===== src/rtl/jvm_mem_arbiter.sv =====
// rtl/jvm_mem_arbiter.sv - Fetch/execute arbiter for the shared JVM bytecode/data memory port.
// Optional ARB_ROUND_ROBIN_EN: on a tie the requester not served last wins instead of execute.
module jvm_mem_arbiter #(
    parameter int ADDR_W   = 8,
    parameter int DATA_W   = 8,
    parameter int LOCK_MAX = 4
) (
    input  logic              clk,
    input  logic              reset,
    input  logic              fetch_req,
    input  logic              fetch_lock,
    input  logic [ADDR_W-1:0] fetch_addr,
    output logic              fetch_gnt,
    output logic              fetch_valid,
    output logic [DATA_W-1:0] fetch_data,
    input  logic              exec_req,
    input  logic              exec_we,
    input  logic              exec_lock,
    input  logic [ADDR_W-1:0] exec_addr,
    input  logic [DATA_W-1:0] exec_wdata,
    output logic              exec_gnt,
    output logic              exec_valid,
    output logic [DATA_W-1:0] exec_rdata,
    output logic              mem_en,
    output logic              mem_we,
    output logic [ADDR_W-1:0] mem_addr,
    output logic [DATA_W-1:0] mem_wdata,
    input  logic [DATA_W-1:0] mem_rdata,
    output logic [1:0]        owner
);

    typedef enum logic [1:0] {
        IDLE  = 2'b00,
        OWN_F = 2'b01,
        OWN_E = 2'b10
    } state_t;

    localparam int CNT_W = (LOCK_MAX > 1) ? $clog2(LOCK_MAX) : 1;
    localparam logic [CNT_W-1:0] CNT_LAST = CNT_W'(LOCK_MAX - 1);

    state_t           state_q, state_d;
    logic [CNT_W-1:0] cnt_q, cnt_d;
    logic             last_exec_q, last_exec_d;
    logic             fetch_valid_q, fetch_valid_d;
    logic             exec_valid_q, exec_valid_d;
    logic             tenure_end;
    logic             tie_to_exec;

    always_ff @(posedge clk or posedge reset) begin
        if (reset) begin
            state_q       <= IDLE;
            cnt_q         <= '0;
            last_exec_q   <= 1'b0;
            fetch_valid_q <= 1'b0;
            exec_valid_q  <= 1'b0;
        end else begin
            state_q       <= state_d;
            cnt_q         <= cnt_d;
            last_exec_q   <= last_exec_d;
            fetch_valid_q <= fetch_valid_d;
            exec_valid_q  <= exec_valid_d;
        end
    end

    always_comb begin
        fetch_gnt = (state_q == OWN_F) && fetch_req;
        exec_gnt  = (state_q == OWN_E) && exec_req;

        // A tenure survives only a locked beat below the limit; anything else re-arbitrates.
        case (state_q)
            OWN_F:   tenure_end = !fetch_req || !fetch_lock || (cnt_q == CNT_LAST);
            OWN_E:   tenure_end = !exec_req || !exec_lock || (cnt_q == CNT_LAST);
            default: tenure_end = 1'b1;
        endcase

`ifdef ARB_ROUND_ROBIN_EN
        tie_to_exec = !last_exec_q;
`else
        tie_to_exec = 1'b1;
`endif

        state_d     = state_q;
        cnt_d       = cnt_q;
        last_exec_d = last_exec_q;
        if (tenure_end) begin
            cnt_d = '0;
            if (exec_req && (!fetch_req || tie_to_exec)) begin
                state_d     = OWN_E;
                last_exec_d = 1'b1;
            end else if (fetch_req) begin
                state_d     = OWN_F;
                last_exec_d = 1'b0;
            end else begin
                state_d = IDLE;
            end
        end else begin
            cnt_d = cnt_q + 1'b1;
        end

        fetch_valid_d = fetch_gnt;
        exec_valid_d  = exec_gnt && !exec_we;

        mem_en    = fetch_gnt || exec_gnt;
        mem_we    = exec_gnt && exec_we;
        mem_addr  = fetch_gnt ? fetch_addr : (exec_gnt ? exec_addr : '0);
        mem_wdata = exec_gnt ? exec_wdata : '0;

        fetch_valid = fetch_valid_q;
        exec_valid  = exec_valid_q;
        fetch_data  = fetch_valid_q ? mem_rdata : '0;
        exec_rdata  = exec_valid_q ? mem_rdata : '0;
        owner       = state_q;
    end

endmodule

===== config.mk =====
export PLATFORM = sky130hd
export DESIGN_NAME = jvm_mem_arbiter
export DESIGN_NICKNAME = d
export VERILOG_FILES = /design/src/rtl/jvm_mem_arbiter.sv
export SDC_FILE = /design/constraint.sdc
export NUM_CORES = 1
export LEC_CHECK = 0
export BUFFER_PORTS_ARGS = -buffer_cell sky130_fd_sc_hd__buf_2
export CORE_AREA = 3 3 47 49
export CTS_BUF_LIST = sky130_fd_sc_hd__clkbuf_4
export DETAILED_ROUTE_END_ITERATION = 10
export DIE_AREA = 0 0 50 52
export GPL_TIMING_DRIVEN = 1
export PLACE_DENSITY = 0.74
export SLEW_MARGIN = 20
export SYNTH_ARGS = -nofsm -noshare
export SYNTH_HDL_FRONTEND = slang
export SYNTH_SLANG_ARGS = --single-unit

===== constraint.sdc =====
create_clock -name clk -period 2.15 [get_ports clk]
set_clock_uncertainty 0.15 [all_clocks]
set_input_delay 0.43 -clock clk [delete_from_list [all_inputs] [get_ports clk]]
set_output_delay 0.43 -clock clk [all_outputs]
set_load 0.005 [all_outputs]

Word level (Yosys, flattened, before mapping)
Cells that the tools add are included.
{"block": "op_classes", "add_sub_neg": 1, "eq_ne": 3, "mux": 9, "reduce_logical": 14}
{"operator": "two-way mux 8 bit", "n": 5}
{"operator": "logical NOT 1 bit", "n": 5}
{"operator": "logical OR 1 bit", "n": 5}
{"operator": "equality test 2 bit (second input constant)", "n": 2}
{"operator": "logical AND 1 bit", "n": 4}
{"operator": "two-way mux 2 bit", "n": 2}
{"operator": "adder 2 x 1 -> 2 bit (second input constant)", "n": 1}
{"operator": "equality test 2 x 1 -> 1 bit (second input constant)", "n": 1}
{"operator": "case mux 1 bit (2 select lines)", "n": 1}
{"operator": "two-way mux 1 bit", "n": 1}
{"block": "word_totals", "ff_bits": 6, "inputBits": 39, "output_inout_bits": 40}

Logic depth before layout (Yosys ltp)
{"block": "logic_depth", "depth_word": 5, "mapped_depth": 6, "mapped_depth_nobuf": 5}

Worst setup path after synthesis
No wires, ideal clock.
{"block": "synth_path", "path_type": "register -> output", "startpoint": "reg state_q[0] (netlist: owner[0])", "endpoint": "out mem_en", "t_arrival_ps": 1241, "t_required_ps": 1570, "path_slack_ps": 329, "path_stages_with_launch": 5, "cell_sequence": "dfrtp_1 -> ha_1 -> and2_1 -> clkbuf_1 -> or2_2"}
{"block": "synth_between", "elab_chain_cells": 3, "elab_cells_between_ends": 5, "classes_between": "eq/ne: 2; reduce/logical: 3"}
{"element": "start: declaration", "line": "41", "rtl": "state_t state_q, state_d;"}
{"element": "start signal: assignment", "line": "57", "rtl": "state_q <= state_d;"}
{"element": "equality test 2 x 1 -> 1 bit", "line": "66", "rtl": "fetch_gnt = (state_q == OWN_F) && fetch_req;"}
{"element": "logical AND 1 bit", "line": "66"}
{"element": "named net fetch_gnt", "line": "13", "rtl": "output logic fetch_gnt,"}
{"element": "logical OR 1 bit", "line": "103", "rtl": "mem_en = fetch_gnt || exec_gnt;"}
{"element": "end: declaration", "line": "24", "rtl": "output logic mem_en,"}
The timed path passes the listed nets, and every way through them passes these cells.

Worst setup path in the final report
{"block": "layout_path", "startpoint": "reg state_q[0] (netlist: owner[0])", "endpoint": "out mem_addr[4]"}
{"block": "layout_between", "elab_chain_cells": 4, "elab_cells_between_ends": 6, "classes_between": "eq/ne: 2; mux: 2; reduce/logical: 2"}
{"element": "equality test 2 bit", "line": "67", "rtl": "exec_gnt = (state_q == OWN_E) && exec_req;"}
{"element": "logical AND 1 bit", "line": "67"}
{"element": "two-way mux 8 bit", "line": "105", "rtl": "mem_addr = fetch_gnt ? fetch_addr : (exec_gnt ? exec_addr : '0);"}
{"element": "two-way mux 8 bit (*)", "line": "105"}
{"element": "end: declaration", "line": "26", "rtl": "output logic [ADDR_W-1:0] mem_addr,"}
Mark *: on every way between the ends. The rest lies on a longest branch, timed or not.

==> results.sh <==
export IMPL_numCtsBuffers=3
export IMPL_synth_area_um2=547
export IMPL_clk_latency_ps=240
export IMPL_die_w_um=50
export IMPL_crit_required_ps=1570
export IMPL_crit_arrival_ps=1500
export IMPL_drtAntennaViolNets=0
export IMPL_yosys_register_bits=6
export IMPL_grt_pass1_vias=702
export IMPL_final_max_slew_viol_count=0
export IMPL_worst_path_largest_cell_delay_ps=400
export IMPL_dr_pass1_iters=4
export IMPL_synth_area_leaders="dfrtp_1 27%, and2_1 21%, a22o_1 13%"
export IMPL_synth_most_common_cell="and2_1"
export IMPL_drive_gt1_frac=0.593
export IMPL_initial_core_util=0.287
export IMPL_reg2regPathDepth=5
export IMPL_yosysTopAreaCell="dfrtp_1"
export IMPL_clk_pin_slew_ps=40
export IMPL_period_needed_ps=2080
export IMPL_worst_slew_pin_slew_ps=379
export IMPL_routed_wl_um=1940
export IMPL_fmax_ghz=0.480
export IMPL_syn_area_per_cell_um2=8.16
export IMPL_synthTopCellsByCount="18 x and2_1, 9 x and3_1, 8 x a22o_1"
export IMPL_clockBufferDepth=2
export IMPL_drv_cap=0
export IMPL_ys_seq_area_frac=0.275
export IMPL_synth_cell_types=18
export IMPL_viasPerCell=4.66
export IMPL_synth_edff_count=0
export IMPL_hold_violations=0
export IMPL_cp_max_fo=10
export IMPL_startpoint_type="flip-flop"
export IMPL_cts_htree_levels=1
export IMPL_cts_root_buffer="clkbuf_4"
export IMPL_async_flop_share=1.00
export IMPL_holdPathStages=2
export IMPL_diodes=0
export IMPL_worstReg2RegEnd="owner[0]"
export IMPL_r2r_slack_ps=250
export IMPL_r2r_start="owner[0]"
export IMPL_yosys_warnings=0
export IMPL_core_area_mm2=0.00190
export IMPL_synthAdderAreaFrac=0.0686
export IMPL_nFillCells=175
export IMPL_grt_antenna_before_repair=0
export IMPL_die_h_um=52
export IMPL_hold_start="exec_we"
export IMPL_vdd_drop_max_mv=0.215
export IMPL_setup_viol_count_final=0
export IMPL_max_slew_margin=0.746
export IMPL_numPortBuffers=78
export IMPL_synth_xor_area_frac=0
export IMPL_critPathSlowestCell="dfrtp_1"
export IMPL_worstPathCellList="ha_1 -> and2_4 -> buf_6 -> a22o_1 -> buf_2"
export IMPL_grt_pass1_wl_um=2800
export IMPL_cts_sinks=6
export IMPL_fin_crit_sh=0.968
export IMPL_placementRows=16
export IMPL_dp_hpwl_um=1610
export IMPL_yosysTopAreaCellShare=0.275
export IMPL_syn_num_nets=109
export IMPL_total_power_mw=0.406
export IMPL_hold_path_class="in2reg"
export IMPL_synth_cells=67
export IMPL_drt_iter0_drc=9
export IMPL_crit_type="reg2out"
export IMPL_grt_overflow_total=0
export IMPL_fin_setup_tns_ps=0
export IMPL_outcome="finished, final reports clean"
export IMPL_num_vias=825
export IMPL_synth_mux_area_frac=0
export IMPL_place_congestion=0.722
export IMPL_powerDensity_mw_per_mm2=391
export IMPL_fin_nets=194
export IMPL_grt_max_degree=14
export IMPL_area_growth_synth_to_final_pct=89.9
export IMPL_synth_compound_area_share=0.176
export IMPL_yosys_area_share_simple=0.426
export IMPL_die_area_mm2=0.00260
export IMPL_routedWlPerCell_um=11.0
export IMPL_holdPathEnd="exec_valid"
export IMPL_cts_tree="built"
export IMPL_drc=0
export IMPL_synth_main_ff_cell="dfrtp_1"
export IMPL_synth_top_family_by_area="simple AND/OR/NAND/NOR gates"
export IMPL_grt_use_total=0.136
export IMPL_leakagePower_nw=0.706
export IMPL_grt_setup_unrepaired="no"
export IMPL_crit_path_end_kind="output port"
export IMPL_crit_start="owner[0]"
export IMPL_io_pins=79
-- worst max path at each step --
stage / to / slack, ps / cells past startpoint
finish: mem_addr[4] / 70 / 5
global route: mem_addr[7] / 10 / 5
CTS: mem_addr[7] / 2 / 5
detailed placement: mem_addr[7] / 80 / 5
global placement: mem_addr[4] / 180 / 6
floorplan: mem_en / 330 / 4
-- state kept, by name, indices dropped and copies added, names as in the netlist --
name	count
cnt_q	2
exec_valid	1
fetch_valid	1
owner	2
-- report_power, final --
part	internal, mW	switching, mW
registers	0.122	0.00850
clock network	0.0628	0.0363
logic	0.0984	0.0777
-- cell usage in the layout (no fill, tap or decap) --
| cell | instances |
|---|---|
| dfrtp_1 | 6 |
| buf_2 | 78 |
| ha_1 | 3 |
| or2_2 | 1 |
| a211oi_1 | 1 |
| nor3_1 | 2 |
| buf_4 | 3 |
| and2_4 | 1 |
| and3_1 | 9 |
| or4b_1 | 1 |
| a22o_1 | 8 |
| nor2b_1 | 1 |
| nand2_2 | 1 |
| nor2_4 | 1 |
| inv_1 | 5 |
| nand2_1 | 2 |
| dlygate4sd3_1 | 1 |
| nand3b_1 | 1 |
| nand3_1 | 1 |
| buf_6 | 1 |
| and2_1 | 17 |
| nor2_1 | 1 |
| a32o_1 | 1 |
| a2bb2oi_1 | 1 |
| clkbuf_4 | 3 |
-- routing by layer --
layer | share of wire | track usage
met5 | 0 | 0
met4 | 0.012 | 0.0691
met3 | 0.12 | 0.0201
met2 | 0.48 | 0.248
met1 | 0.38 | 0.151
-- worst max-delay path: cells and delay by family (launching register included) --
kind / cells / cell delay [ps]
flip-flops: 1 / 400
buffers and inverters: 2 / 250
AO/OA/AOI/OAI: 1 / 220
adder cells (fa/ha/maj): 1 / 210
AND/OR/NAND/NOR: 1 / 170
-- through the flow --
step | worst slack, ps | util | area, um^2 | hold WS, ps | cells
2_1_floorplan | 329 | - | 547 | 71.0 | 67
3_3_place_gp | 181 | 0.513 | 975 | 198 | 171
3_5_place_dp | 83.8 | 0.513 | 975 | 204 | 171
4_1_cts | 1.89 | 0.541 | 1030 | 200 | 177
5_1_grt | 9.55 | 0.546 | 1040 | 204 | 177
6_report | 68.1 | 0.546 | 1040 | 210 | 177
-- final cells by class --
class,count,area [um^2],share of cell area
flip-flops and latches,6,150,0.145
inverters,5,18.8,0.0181
repair buffers,83,434,0.418
clock buffers,3,22.5,0.0217
well taps,27,33.8,0.0325
multi-input cells,53,379,0.365
-- cell families after synthesis --
| group | Yosys count |
|---|---|
| buf+inv | 8 |
| compound gates | 11 |
| flops | 6 |
| fa+ha+maj | 3 |
| simple gates | 39 |
-- repair_timing --
item | CTS | global route
gates resized for setup | 2 | 4
setup endpoints to repair | 8 | 9
setup buffers | 2 | 0
endpoints found under the hold margin | 6 | 0
pin swaps | 0 | 0
hold buffers | 1 | 0
Note: power is estimated with default switching activity, not from simulation.
